--- src/rtl/hex_display_scanner.sv ---
// hex_display_scanner: scans a 4*NUM_DIGITS-bit hex word onto a multiplexed
// active-low seven-segment display, one digit per PRESCALE clocks.
// A loaded word waits in a pending register and is promoted to the displayed
// (shadow) word only at a frame boundary, so a frame never mixes two words.
// Optional build macro: LEADING_ZERO_BLANK_EN blanks leading zero digits.
module hex_display_scanner #(
   parameter int NUM_DIGITS = 8,
   parameter int PRESCALE   = 50000
) (
   input  logic                    clock,
   input  logic                    reset,
   input  logic [4*NUM_DIGITS-1:0] value,
   input  logic                    load,
   output logic [6:0]              seg,
   output logic [NUM_DIGITS-1:0]   an,
   output logic                    frame_done,
   output logic                    pending
);

   localparam int VW = 4 * NUM_DIGITS;
   // Keep counters at least one bit wide so PRESCALE=1 / NUM_DIGITS=1 still elaborate.
   localparam int CW = (PRESCALE > 1) ? $clog2(PRESCALE) : 1;
   localparam int DW = (NUM_DIGITS > 1) ? $clog2(NUM_DIGITS) : 1;
   localparam logic [CW-1:0] TICK_LAST  = CW'(PRESCALE - 1);
   localparam logic [DW-1:0] DIGIT_LAST = DW'(NUM_DIGITS - 1);

   logic [CW-1:0]         tick_cnt;
   logic [DW-1:0]         digit_idx;
   logic [VW-1:0]         shadow;
   logic [VW-1:0]         pend_reg;
   logic                  tick;
   logic                  boundary;
   logic [3:0]            nibble;
   logic                  blank;
   logic [NUM_DIGITS-1:0] blank_mask;
   logic [NUM_DIGITS-1:0] an_next;
   logic [6:0]            seg_next;

   function automatic logic [6:0] decode(input logic [3:0] hex);
      logic [6:0] s;
      case (hex)
         4'h0: s = 7'h40;
         4'h1: s = 7'h79;
         4'h2: s = 7'h24;
         4'h3: s = 7'h30;
         4'h4: s = 7'h19;
         4'h5: s = 7'h12;
         4'h6: s = 7'h02;
         4'h7: s = 7'h78;
         4'h8: s = 7'h00;
         4'h9: s = 7'h10;
         4'hA: s = 7'h08;
         4'hB: s = 7'h03;
         4'hC: s = 7'h46;
         4'hD: s = 7'h21;
         4'hE: s = 7'h06;
         default: s = 7'h0E;
      endcase
      return s;
   endfunction

   assign tick     = (tick_cnt == TICK_LAST);
   assign boundary = tick && (digit_idx == DIGIT_LAST);

   // Prescaler: one tick every PRESCALE clocks.
   always_ff @(posedge clock) begin
      if (reset || tick) tick_cnt <= '0;
      else               tick_cnt <= tick_cnt + 1'b1;
   end

   // Digit pointer advances on each tick and wraps after the last digit.
   always_ff @(posedge clock) begin
      if (reset)     digit_idx <= '0;
      else if (tick) digit_idx <= (digit_idx == DIGIT_LAST) ? '0 : digit_idx + 1'b1;
   end

   // Load capture and frame-boundary promotion; a load on the boundary bypasses pend_reg.
   always_ff @(posedge clock) begin
      if (reset) begin
         pend_reg <= '0;
         pending  <= 1'b0;
         shadow   <= '0;
      end else begin
         if (load) pend_reg <= value;
         if (boundary && load) begin
            shadow  <= value;
            pending <= 1'b0;
         end else if (boundary) begin
            if (pending) shadow <= pend_reg;
            pending <= 1'b0;
         end else if (load) begin
            pending <= 1'b1;
         end
      end
   end

`ifdef LEADING_ZERO_BLANK_EN
   // Digit k blanks when it and every more significant nibble are zero; digit 0 never blanks.
   always_comb begin
      blank_mask = '0;
      for (int k = 1; k < NUM_DIGITS; k++) begin
         blank_mask[k] = ((shadow >> (4 * k)) == '0);
      end
   end
`else
   assign blank_mask = '0;
`endif

   // Select the active digit's nibble, enable and blank flag.
   always_comb begin
      nibble  = '0;
      blank   = 1'b0;
      an_next = '1;
      for (int i = 0; i < NUM_DIGITS; i++) begin
         if (digit_idx == DW'(i)) begin
            nibble     = shadow[4*i +: 4];
            blank      = blank_mask[i];
            an_next[i] = 1'b0;
         end
      end
      seg_next = blank ? 7'h7F : decode(nibble);
   end

   // Registered output stage, one clock behind the scan state.
   always_ff @(posedge clock) begin
      if (reset) begin
         seg        <= 7'h7F;
         an         <= '1;
         frame_done <= 1'b0;
      end else begin
         seg        <= seg_next;
         an         <= an_next;
         frame_done <= boundary;
      end
   end

endmodule

--- config.mk ---
export PLATFORM = sky130hd
export DESIGN_NAME = hex_display_scanner
export DESIGN_NICKNAME = d
export VERILOG_FILES = /design/src/rtl/hex_display_scanner.sv
export SDC_FILE = /design/constraint.sdc
export NUM_CORES = 1
export LEC_CHECK = 0
export BUFFER_PORTS_ARGS = -buffer_cell sky130_fd_sc_hd__buf_4
export CORE_MARGIN = 4
export CORE_UTILIZATION = 50
export CTS_CLUSTER_SIZE = 8
export DETAILED_ROUTE_END_ITERATION = 16
export GPL_TIMING_DRIVEN = 0
export PLACE_DENSITY = 0.69
export SYNTH_ARGS = -nofsm -noshare
export SYNTH_HDL_FRONTEND = slang
export SYNTH_SLANG_ARGS = --single-unit
--- constraint.sdc ---
create_clock -name clock -period 4 [get_ports clock]
set_clock_uncertainty 0.15 [all_clocks]
set_input_delay 0 -clock clock [delete_from_list [all_inputs] [get_ports clock]]
set_output_delay 0 -clock clock [all_outputs]
set_load 0.01 [all_outputs]
### Word level (Yosys, flattened, before mapping)

Memories as Yosys holds them, arrays and structs flattened. A register that Yosys moved wholly into a read port is not among the register bits.
Cells that the tools add are included.

| operators by class | value |
|---|---|
| $add $sub $neg | 2 |
| eq/ne operators | 8 |
| muxes and demuxes | 20 |
| reductions and logical operators | 8 |

Operators by type and width:

| cell | number |
|---|---|
| $mux W32 | 3 |
| $mux W4 | 8 |
| $add A16 B1 Y16 const B | 1 |
| $eq A16 B16 Y1 const B | 1 |
| $eq A3 B3 Y1 const B | 4 |
| $mux W1 | 8 |
| $eq A3 B2 Y1 const B | 2 |
| $reduce_bool A2 Y1 | 2 |
| $add A3 B1 Y3 const B | 1 |
| $eq A3 B1 Y1 const B | 1 |
| $logic_not A3 Y1 | 1 |
| $mux W3 | 1 |
| $reduce_or A3 Y1 | 1 |
| $logic_and A1 B1 Y1 | 2 |
| $reduce_and A2 Y1 | 1 |
| $logic_or A1 B1 Y1 | 1 |

| word-level totals | value |
|---|---|
| flip-flop bits (word level) | 93 |
| ROM bits | 112 |
| input port bits | 35 |
| output and inout bits | 17 |
| logic and storage cells | 46 |
| memories | 1 |

Memories:

| memory | words | width | rd ports | clocked after memory_dff | wr ports | line | RTL |
|---|---|---|---|---|---|---|---|
| (name not given) | 16 | 7 | 1 | 1 | 0 | 41 | `case (hex)` |

### Logic depth before layout (Yosys ltp)

| depth | value |
|---|---|
| depth after elaboration | 9 |
| gate-level depth with buffers | 15 |
| depth with buffers taken out | 13 |

### Worst setup path after synthesis

No wires, ideal clock.

| timing | value |
|---|---|
| path kind | register to register |
| from | reg digit_idx[0] |
| to | reg seg[0] |
| library setup time | 0.130 ns |
| arrival time | 2.597 ns |
| data required time | 3.720 ns |
| setup slack | 1.123 ns |
| stages on the path, launching flop included | 13 |
| buffers on the path | 1 |
| clock period less this slack | 2.877 ns |
| cell sequence | dfxtp_1 -> ha_1 -> ha_1 -> buf_2 -> nor2b_1 -> a2111oi_0 -> a211o_1 -> mux2i_1 -> inv_1 -> ha_1 -> nor4_1 -> mux2_2 -> a311oi_1 |

| on the way | value |
|---|---|
| word-level cells in the longest chain between the ends | 9 |
| elaborated cells between the ends (all ways) | 16 |
| classes of those cells | eq/ne: 7; mux: 8; reduce/logical: 1 |

RTL lines:

| element | line | RTL |
|---|---|---|
| from (decl) | 28 | `logic [DW-1:0] digit_idx;` |
| from (signal assigned) | 74 | `else if (tick) digit_idx <= (digit_idx == DIGIT_LAST) ? '0 : digit_idx + 1'b1;` |
| $logic_not A3 Y1 | 115 | `if (digit_idx == DW'(i)) begin` |
| $mux W4 (7 in a row) | 115 |  |
| $mux W4 (*) | 115 |  |
| to (decl) | 14 | `output logic [6:0] seg,` |

Mark *: on every way between the ends. The rest lies on a longest branch, timed or not.
A chain may end at the register's enable or synchronous reset.

### Final worst setup path

| timing | value |
|---|---|
| from | reg digit_idx[2] |
| to | reg seg[0] |

Same word-level chain as after synthesis.

==> results.ini <==
[place]
hpwlAfterDp_um=7552
place_congestion=0.8794
numPortBuffers=49
dp.cells=634
dpl-instance-area_sq_um=4871

[synth]
syn_area_sq_um=4372
syn_inst=480
synth_largest_area_cell=dfxtp_1
synth_commonest_cells=dfxtp_1 (100), nor2_1 (78), nand2_1 (42)
seq_area_frac_synth=0.4579
syn_nets=528
synth.top_cell.area_share=0.4579
ys_warn_count=0
synth_enable_flop_cells=0
synth_ff_type=dfxtp_1
synthTopCellsByArea=dfxtp_1 (46%), mux2i_1 (8.5%), nor2_1 (6.7%)
synth_most_common_cell=dfxtp_1
synth-seq-cells=100
ys_types=57
postSynthAreaPerCell_sq_um=9.108
synthArstFlopShare=0

[setup_path]
arrival_ns=3.50
path_depth=12
cp_cell_sequence=inv_1, ha_1, buf_2, nor2b_1, a2111oi_0, a211o_1, mux2i_1, inv_1, ha_1, nor4_1, mux2_2, a311oi_1
cp_num_buf_inv=3
end_kind=flip-flop
worst_ep_required_time_ns=4.09
crit_fanout=10
reg2reg_depth=12
crit_family=buffers and inverters
critPathSlowestCell=nor4_1
crit_path_start_kind=flip-flop
worstSetupPathType=flip-flop to flip-flop
slowest_delay_ns=0.39

[flow_run]
drv_cap=0

[power_and_ir_drop]
peakVddDrop_uv=217.7
leakage_nw=2.170
total_power_mw=1.893
p_per_area_nw_per_um2=349.1

[floorplanning]
die-area_sq_um=10300
coreArea_sq_um=8341
start_util=0.5242
die_y_um=101.5
boundaryPins=52
rows=33
die_w_um=101.5

[finish]
n_antenna_cell=0
fillerInstances=699
finalNetCount=621
drive_gt1_frac=0.1574
final_cells=683
final_area_sq_um=5421
syn2layout_area_growth_pct=24.01

[sta]
final-hold-violation-count=0
whs_ns=0.05827
max_slew_margin=0.4927
maxSlewViolCount=0
tns_ns=0
max_freq_mhz=293.3
period_minus_slack_ns=3.409
rsz0062_at_grt=no
finalSetupViolCount=0
max_slew.worst_pin.slew_ns=0.7609
period_share=0.8524

[outcome]
status=completed

[clock_tree]
htree_levels=3
post_cts_resized=0
cts-root-to-sink-buffers=2
cts_inserted_buffers=9
clockRootBuffer=clkbuf_8
clkLatencyLatePin_ns=0.36
cts.clk_slew.worst_paths_ns=0.10
cts_sinks=100
cts_tree=yes

[drt]
drtPass1Iterations=5
wl_per_cell_um=15.33
routed_wl_um=10470
drc=0
viasPerCell=5.499
detail-route-antenna-nets=0
num_vias=3756
drt_iter0_drc=302

[global_routing]
antenna_found_initial=0
grt_use_total=0.2115
grt_overflow_total=0
grt_max_degree=18
grt_pass1_vias=3674
grt_pass1_wl_um=17390

[worst_hold_path]
holdPathStages=3
hold_path.class=primary input to flip-flop

==> cell type report <==
class | count | area (sq um) | share of cell area
tap | 105 | 131.4 | 0.02423
buffer | 32 | 155.1 | 0.02862
multi-input combinational | 333 | 2158 | 0.3981
timing repair buffer | 82 | 698.2 | 0.1288
inverter | 15 | 56.30 | 0.01039
sequential | 100 | 2002 | 0.3693
clock buffer | 9 | 123.9 | 0.02285
clock inverter | 7 | 96.34 | 0.01777
==> power by group <==
group          switching [mW]  total, mW  internal [mW]
Clock                   0.358      0.715          0.357
Sequential             0.0117       1.03           1.02
Combinational          0.0697      0.145         0.0757
Total                   0.439       1.89           1.45
==> final timing paths <==
kind                                                 from                        end  slack [ns]
worst max-delay path            digit_idx[2]$_SDFFE_PP0P_          seg[0]$_SDFF_PP1_        0.59
worst min-delay path                                 load  pend_reg[28]$_SDFFE_PP0P_        0.06
worst min register to register     tick_cnt[0]$_SDFF_PP0_     tick_cnt[0]$_SDFF_PP0_        0.31
worst max register to register  digit_idx[2]$_SDFFE_PP0P_          seg[0]$_SDFF_PP1_        0.59
==> layout by cell type, fill, tap and decap left out, types with 2 or more instances in the layout <==
cell type,synthesis,final
inv_1,14,14
a21oi_1,28,28
o21ai_1,2,2
nor2b_1,6,6
o22ai_1,5,5
a221oi_2,2,2
and3_1,4,4
a221oi_1,3,3
a211o_1,2,2
nand2_1,42,42
a31oi_1,2,2
xor2_1,9,9
nand4_1,3,3
xnor2_1,5,5
buf_1,4,4
dlygate4sd3_1,0,33
o21ai_0,8,8
nor3_1,5,5
buf_4,4,53
clkbuf_8,0,9
and2_1,3,3
o221ai_1,16,16
clkinv_2,0,2
inv_6,0,3
ha_1,13,13
nor2_1,78,78
mux2i_1,37,37
buf_2,10,10
nor4_1,5,5
clkbuf_1,13,13
bufinv_16,0,2
a211oi_1,18,18
nand3b_1,3,3
nor3b_1,2,2
nand3_1,7,7
a21o_1,2,2
dfxtp_1,100,100
==> what timing repair did <==
| action | 4_1_cts | 5_1_grt |
|---|---|---|
| hold endpoints to repair | 66 | 0 |
| endpoints found under the setup margin | 0 | 0 |
| hold buffers | 33 | 0 |
| buffers inserted | 0 | 0 |
==> per-layer routing <==
| metal | vias up | track usage | part of all wire |
|---|---|---|---|
| li1 | 1877 | - | - |
| met1 | 1764 | 0.2926 | 0.47 |
| met2 | 104 | 0.3390 | 0.46 |
| met3 | 11 | 0.04201 | 0.051 |
| met4 | 0 | 0.05521 | 0.013 |
| met5 | - | 0 | 0 |
==> logic make-up (layout without fill, tap and decap cells) <==
logic type,count (synthesis),in the layout,synth area share
simple gates,168,168,0.1754
compound gates,100,100,0.1657
flops,100,100,0.4579
buf+inv,47,145,0.04837
mux,38,38,0.08729
xor+xnor,14,14,0.02805
fa+ha+maj,13,13,0.03721
==> worst register-to-register path: stages (launching register included) <==
cell	delay (ns)
dfxtp_1	0.37
inv_1	0.23
ha_1	0.26
buf_2	0.26
nor2b_1	0.16
a2111oi_0	0.07
a211o_1	0.32
mux2i_1	0.37
inv_1	0.16
ha_1	0.25
nor4_1	0.39
mux2_2	0.23
a311oi_1	0.05
==> metrics by stage <==
stage / setup WS [ns] / utilization
after floorplan: 1.123 / -
after global placement: 0.7557 / 0.5840
after detailed placement: 0.7012 / 0.5840
after CTS: 0.6562 / 0.6500
after global routing: 0.3883 / 0.6500
final: 0.5905 / 0.6500
(Power assumes the default switching activity.)
